File: src/rtl/joybus_pkg.sv
// Shared Joybus definitions for the transmitter and receiver.
//   - bit-cell timing in microseconds
//   - transmitter state and symbol encodings
//   - command byte values
package joybus_pkg;

    localparam int BIT_US   = 4;
    localparam int SHORT_US = 1;
    localparam int LONG_US  = 3;

    localparam logic [7:0] CMD_STATUS = 8'h00;
    localparam logic [7:0] CMD_POLL   = 8'h01;
    localparam logic [7:0] CMD_READ   = 8'h02;
    localparam logic [7:0] CMD_WRITE  = 8'h03;
    localparam logic [7:0] CMD_RESET  = 8'hFF;

    typedef enum logic [1:0] {IDLE, LOW, HIGH, STOP} tx_state_e;

    typedef enum logic [1:0] {SYM_ZERO, SYM_ONE, SYM_STOP} sym_e;

endpackage

File: src/rtl/joybus_symbol_gen.sv
// Joybus symbol waveform generator.
//   clk, rst  : clock, synchronous active-high reset
//   go, sym   : launch a ZERO, ONE or STOP symbol; accepted when idle or
//               in the last cycle of the current symbol (back-to-back)
//   tx_line   : registered line level, 1 = released, 0 = driven low
//   sym_done  : high in the last cycle of a symbol
//
// state | meaning
// IDLE  | line released, waiting for go
// LOW   | low part of a data bit
// HIGH  | high part of a data bit
// STOP  | low part of the stop bit
module joybus_symbol_gen
    import joybus_pkg::*;
#(
    parameter int US_CYCLES   = 25,
    parameter int STOP_LOW_US = 1
) (
    input  logic clk,
    input  logic rst,
    input  logic go,
    input  sym_e sym,
    output logic tx_line,
    output logic sym_done
);

    localparam int CW = $clog2(BIT_US * US_CYCLES);
    localparam logic [CW-1:0] SHORT_END = CW'(SHORT_US * US_CYCLES - 1);
    localparam logic [CW-1:0] LONG_END  = CW'(LONG_US * US_CYCLES - 1);
    localparam logic [CW-1:0] STOP_END  = CW'(STOP_LOW_US * US_CYCLES - 1);

    tx_state_e     state_q, state_d;
    logic [CW-1:0] cnt_q, cnt_d;
    sym_e          sym_q, sym_d;
    logic          line_q, line_d;
    logic [CW-1:0] low_end, high_end;

    always_comb begin
        state_d  = state_q;
        cnt_d    = cnt_q + CW'(1);
        sym_d    = sym_q;
        sym_done = 1'b0;
        low_end  = (sym_q == SYM_ONE) ? SHORT_END : LONG_END;
        high_end = (sym_q == SYM_ONE) ? LONG_END : SHORT_END;

        case (state_q)
            IDLE: cnt_d = '0;
            LOW: begin
                if (cnt_q == low_end) begin
                    state_d = HIGH;
                    cnt_d   = '0;
                end
            end
            HIGH: begin
                if (cnt_q == high_end) begin
                    state_d  = IDLE;
                    cnt_d    = '0;
                    sym_done = 1'b1;
                end
            end
            STOP: begin
                if (cnt_q == STOP_END) begin
                    state_d  = IDLE;
                    cnt_d    = '0;
                    sym_done = 1'b1;
                end
            end
            default: begin
                state_d = IDLE;
                cnt_d   = '0;
            end
        endcase

        // A go in the final cycle of a symbol chains the next one with no gap.
        if (go && (state_q == IDLE || sym_done)) begin
            state_d = (sym == SYM_STOP) ? STOP : LOW;
            sym_d   = sym;
            cnt_d   = '0;
        end

        // Line is registered from the next state so it tracks state_q exactly.
        line_d = !(state_d == LOW || state_d == STOP);
    end

    always_ff @(posedge clk) begin
        if (rst) begin
            state_q <= IDLE;
            cnt_q   <= '0;
            sym_q   <= SYM_ZERO;
            line_q  <= 1'b1;
        end else begin
            state_q <= state_d;
            cnt_q   <= cnt_d;
            sym_q   <= sym_d;
            line_q  <= line_d;
        end
    end

    assign tx_line = line_q;

endmodule

File: src/rtl/joybus_tx.sv
// Console-side Joybus transmitter: serialises 1-3 command bytes MSB first
// followed by a stop bit.
//   clk, rst  : clock, synchronous active-high reset
//   tx_start  : one-cycle request, samples tx_len and tx_data
//   tx_len    : byte count 1..3 (0 is ignored)
//   tx_data   : bytes, tx_data[23:16] sent first
//   JB_TX     : registered line level, 1 = released
//   tx_busy   : frame in progress
//   tx_done   : one-cycle pulse as the line is released after the stop bit
module joybus_tx
    import joybus_pkg::*;
#(
    parameter int US_CYCLES   = 25,
    parameter int STOP_LOW_US = 1
) (
    input  logic        clk,
    input  logic        rst,
    input  logic        tx_start,
    input  logic [1:0]  tx_len,
    input  logic [23:0] tx_data,
    output logic        JB_TX,
    output logic        tx_busy,
    output logic        tx_done
);

    logic        busy_q, busy_d;
    logic        done_q, done_d;
    logic        start_q, start_d;
    logic [23:0] sr_q, sr_d;
    logic [4:0]  bits_left_q, bits_left_d;
    logic        accept;
    logic        go;
    sym_e        sym;
    logic        sym_done;

    always_comb begin
        busy_d      = busy_q;
        done_d      = 1'b0;
        start_d     = 1'b0;
        sr_d        = sr_q;
        bits_left_d = bits_left_q;
        go          = 1'b0;
        sym         = sr_q[23] ? SYM_ONE : SYM_ZERO;

        // done_q blocks a start in the tx_done cycle itself.
        accept = tx_start && !busy_q && !done_q && (tx_len != 2'd0);

        if (accept) begin
            busy_d      = 1'b1;
            start_d     = 1'b1;
            sr_d        = tx_data;
            bits_left_d = {tx_len, 3'b000};
        end

        // start_q delays the first symbol by one cycle after acceptance.
        if (start_q) begin
            go = 1'b1;
        end else if (sym_done) begin
            if (bits_left_q != 5'd0) begin
                go          = 1'b1;
                sr_d        = {sr_q[22:0], 1'b0};
                bits_left_d = bits_left_q - 5'd1;
                if (bits_left_q == 5'd1)
                    sym = SYM_STOP;
                else
                    sym = sr_q[22] ? SYM_ONE : SYM_ZERO;
            end else begin
                busy_d = 1'b0;
                done_d = 1'b1;
            end
        end
    end

    always_ff @(posedge clk) begin
        if (rst) begin
            busy_q      <= 1'b0;
            done_q      <= 1'b0;
            start_q     <= 1'b0;
            sr_q        <= '0;
            bits_left_q <= '0;
        end else begin
            busy_q      <= busy_d;
            done_q      <= done_d;
            start_q     <= start_d;
            sr_q        <= sr_d;
            bits_left_q <= bits_left_d;
        end
    end

    joybus_symbol_gen #(
        .US_CYCLES   (US_CYCLES),
        .STOP_LOW_US (STOP_LOW_US)
    ) u_symbol_gen (
        .clk      (clk),
        .rst      (rst),
        .go       (go),
        .sym      (sym),
        .tx_line  (JB_TX),
        .sym_done (sym_done)
    );

    assign tx_busy = busy_q;
    assign tx_done = done_q;

endmodule

File: config.mk
export PLATFORM = sky130hd
export DESIGN_NAME = joybus_tx
export DESIGN_NICKNAME = d
export VERILOG_FILES = /design/src/rtl/joybus_pkg.sv /design/src/rtl/joybus_symbol_gen.sv /design/src/rtl/joybus_tx.sv
export SDC_FILE = /design/constraint.sdc
export NUM_CORES = 1
export LEC_CHECK = 0
export BUFFER_PORTS_ARGS = -buffer_cell sky130_fd_sc_hd__buf_2
export CAP_MARGIN = 0
export CORE_ASPECT_RATIO = 0.5
export CORE_MARGIN = 3
export CORE_UTILIZATION = 45
export CTS_CLUSTER_DIAMETER = 40
export DETAILED_ROUTE_END_ITERATION = 6
export PLACE_DENSITY = 0.67
export SKIP_CTS_REPAIR_TIMING = 1
export SLEW_MARGIN = 20
export SYNTH_ARGS = -nofsm -noshare
export SYNTH_HDL_FRONTEND = slang
export SYNTH_SLANG_ARGS = --single-unit
File: constraint.sdc
create_clock -name clk -period 3.2 [get_ports clk]
set_input_delay 0.32 -clock clk [delete_from_list [all_inputs] [get_ports clk]]
set_output_delay 0.32 -clock clk [all_outputs]
set_load 0.05 [all_outputs]
==> flow_metrics.py <==
metrics = {
    "synthesis": {
        "ys_seq_area_share_pct": 42.54,
        "syn-cell-area_mm2": 0.002071,
        "syn_inst": 248,
        "synth_area_leaders": "dfxtp_1 43%, a311oi_1 9.7%, nand2_1 9.6%, nor2_1 6.3%, ha_1 3.0%",
        "avgSynthCellArea_um2": 8.350,
        "synth_cell_type_count": 42,
        "synth_warnings": 0,
        "synth-edff-count": 0,
        "async_flop_share_pct": 0,
        "synth_top_cell_area_share_pct": 42.54,
        "synth_area_leader_cell": "dfxtp_1",
        "ys_ff_latch": 44,
        "synth_commonest_cells": "53 x nand2_1, 44 x dfxtp_1, 35 x nor2_1",
        "synth_nets": 282,
        "synth-main-ff-cell": "dfxtp_1",
        "synth_most_common_cell": "nand2_1",
    },
    "floorplan": {
        "core_region_area_mm2": 0.004164,
        "die_w_um": 101.9,
        "die_area_mm2": 0.005501,
        "ios": 32,
        "initial_core_util_pct": 49.73,
        "rows": 16,
        "die_h_um": 53.97,
    },
    "route": {
        "antenna_left": 0,
        "initialDrtViolationCount": 59,
        "wl_per_cell_um": 12.59,
        "dr_total_vias": 1744,
        "drcViolationCount": 0,
        "vias_per_cell": 5.317,
        "wirelength_um": 4130,
        "first_pass_iters": 4,
    },
    "critical_path": {
        "cp-end-kind": "flip-flop",
        "r2r_slack_ps": 1100,
        "critPathKind": "flip-flop to flip-flop",
        "worstPathArrival_ps": 2310,
        "critPathMaxFanout": 49,
        "start_kind": "flip-flop",
        "crit_required_ps": 3410,
    },
    "timing": {
        "finClkSkew_ps": 7.472,
        "slew_violations": 0,
        "setup_viol_count_final": 0,
        "whs_ps": 268.4,
        "fmax_ghz": 0.4760,
        "worst_pin_slew_ps": 686.1,
        "rsz0062_at_grt": "no",
        "timing.slew.headroom_pct": 54.26,
        "min_period_ps": 2101,
        "tns_ps": 0,
        "hold_viol_final": 0,
        "finalCritPeriodShare_pct": 65.65,
    },
    "place": {
        "portBuffers": 31,
        "placed_area_mm2": 0.002247,
        "dpl.cell_count": 320,
        "dp_hpwl_um": 2806,
        "gp_congestion": 0.7748,
    },
    "clocking": {
        "cts_buffers": 5,
        "cts.sinks": 44,
        "cts_root_buf": "clkbuf_8",
        "cts_tree": "built",
        "clk_latency_ps": 300,
        "clk_path_buf_depth": 2,
        "cts-htree-levels": 2,
        "clk_transition_reported_paths_ps": 90,
    },
    "global_routing": {
        "grt_max_degree": 50,
        "grt_pass1_wl_um": 7113,
        "grt_pass1_vias": 1606,
        "grt_remaining_overflow": 0,
        "antenna_found_initial": 0,
        "grt_usage_pct": 16.45,
    },
    "power": {
        "p_total_w": 0.001126,
        "pwr_density_cell_mw_per_mm2": 475.4,
        "vdd_drop_max_mv": 0.1902,
        "leakagePower_nw": 0.9275,
    },
    "run_status": {
        "status": "finished clean",
    },
    "cells_and_area": {
        "multi_input_area_mm2": 0.001099,
        "final_nets": 307,
        "areaGrowthSynthToFinish_pct": 14.38,
        "register_area_um2": 880.8,
        "diodes": 0,
        "drive_gt1_share_pct": 18.98,
        "fin_area_mm2": 0.002369,
        "fillerInstances": 385,
        "instances_no_fill": 328,
    },
    "worst_hold_path": {
        "hold_path.class": "primary input to flip-flop",
    },
    "run": {
        "maxCapViolCount": 0,
    },
}
==> stage by stage <==
step                      utilization [%]  setup WS (ps)
after floorplan                         -           1388
after global placement              53.97           1173
after detailed placement            53.97           1111
after CTS                           56.88           1095
after global routing                56.88          889.1
final                               56.88           1099
==> kinds of logic (layout without fill, tap and decap cells) <==
logic type,Yosys count,count (layout),share of synthesized area (%)
buffers and inverters,23,49,4.411
AOI/OAI and AO/OA,44,44,17.95
adders and majority gates,5,5,3.021
xor gates and xnor gates,5,5,2.115
and+or+nand+nor,122,122,26.65
muxes,5,5,3.323
DFF,44,44,42.54
==> metal layers <==
layer / GRT usage (%) / part of all wire (%) / vias up
met5: 0 / 0 / -
met4: 4.575 / 1.3 / 0
met3: 4.916 / 4.4 / 8
met2: 28.14 / 44 / 23
met1: 20.54 / 50 / 801
li1: - / - / 912
==> cell usage in the layout (no fill, tap or decap), types with 2 or more instances in the layout <==
| cell | n |
|---|---|
| buf_2 | 31 |
| o211ai_1 | 2 |
| or2_2 | 2 |
| a31oi_1 | 2 |
| clkbuf_8 | 6 |
| buf_4 | 2 |
| a21oi_1 | 6 |
| mux2i_1 | 2 |
| ha_1 | 5 |
| xnor2_1 | 3 |
| nor2b_1 | 4 |
| inv_1 | 8 |
| a311oi_1 | 23 |
| nor3_1 | 5 |
| xor2_1 | 2 |
| nand2b_1 | 3 |
| a21o_1 | 3 |
| nor2_1 | 35 |
| nand2_1 | 53 |
| nand3_1 | 8 |
| nand4_1 | 2 |
| and3b_1 | 2 |
| dfxtp_1 | 44 |
==> area by class of cell <==
type	instances	share of cell area, %
Inverter	8	1.268
Multi-Input combinational cell	181	46.38
Timing Repair Buffer	33	7.184
Tap cell	54	2.853
Sequential cell	44	37.19
Clock inverter	2	1.638
Clock buffer	6	3.487
==> power by group <==
| part | switching, W | total, W | internal [W] |
|---|---|---|---|
| Combinational | 0.0000539 | 0.0000936 | 0.0000397 |
| Sequential | 0.0000139 | 0.000584 | 0.000570 |
| Clock | 0.000194 | 0.000449 | 0.000255 |
| Total | 0.000261 | 0.00113 | 0.000865 |
==> worst paths after layout <==
check                                                        start                                  to  cells after the start
worst max-delay path              u_symbol_gen.cnt_q[1]$_SDFF_PP0_                  sr_q[4]$_SDFF_PP0_                      9
worst min-delay path                                   tx_data[17]                 sr_q[17]$_SDFF_PP0_                      3
worst max register to register    u_symbol_gen.cnt_q[1]$_SDFF_PP0_                  sr_q[4]$_SDFF_PP0_                      9
worst min register to register  u_symbol_gen.sym_q[1]$_SDFFE_PP0P_  u_symbol_gen.sym_q[1]$_SDFFE_PP0P_                      2
==> sequential cells by signal, summed over array words and instances (netlist names) <==
name                  cells
u_symbol_gen.state_q      2
bits_left_q               5
tx_done                   1
u_symbol_gen.tx_line      1
start_q                   1
sr_q                     24
u_symbol_gen.sym_q        2
tx_busy                   1
u_symbol_gen.cnt_q        7
==> critical path, stage by stage (launching register included) <==
cell	delay, ps
dfxtp_1	440
inv_1	70
ha_1	170
and3b_1	190
nand4_1	160
o31ai_4	120
nand2_2	110
buf_4	410
nor2_1	80
a311oi_1	260
(Power assumes the default switching activity.)
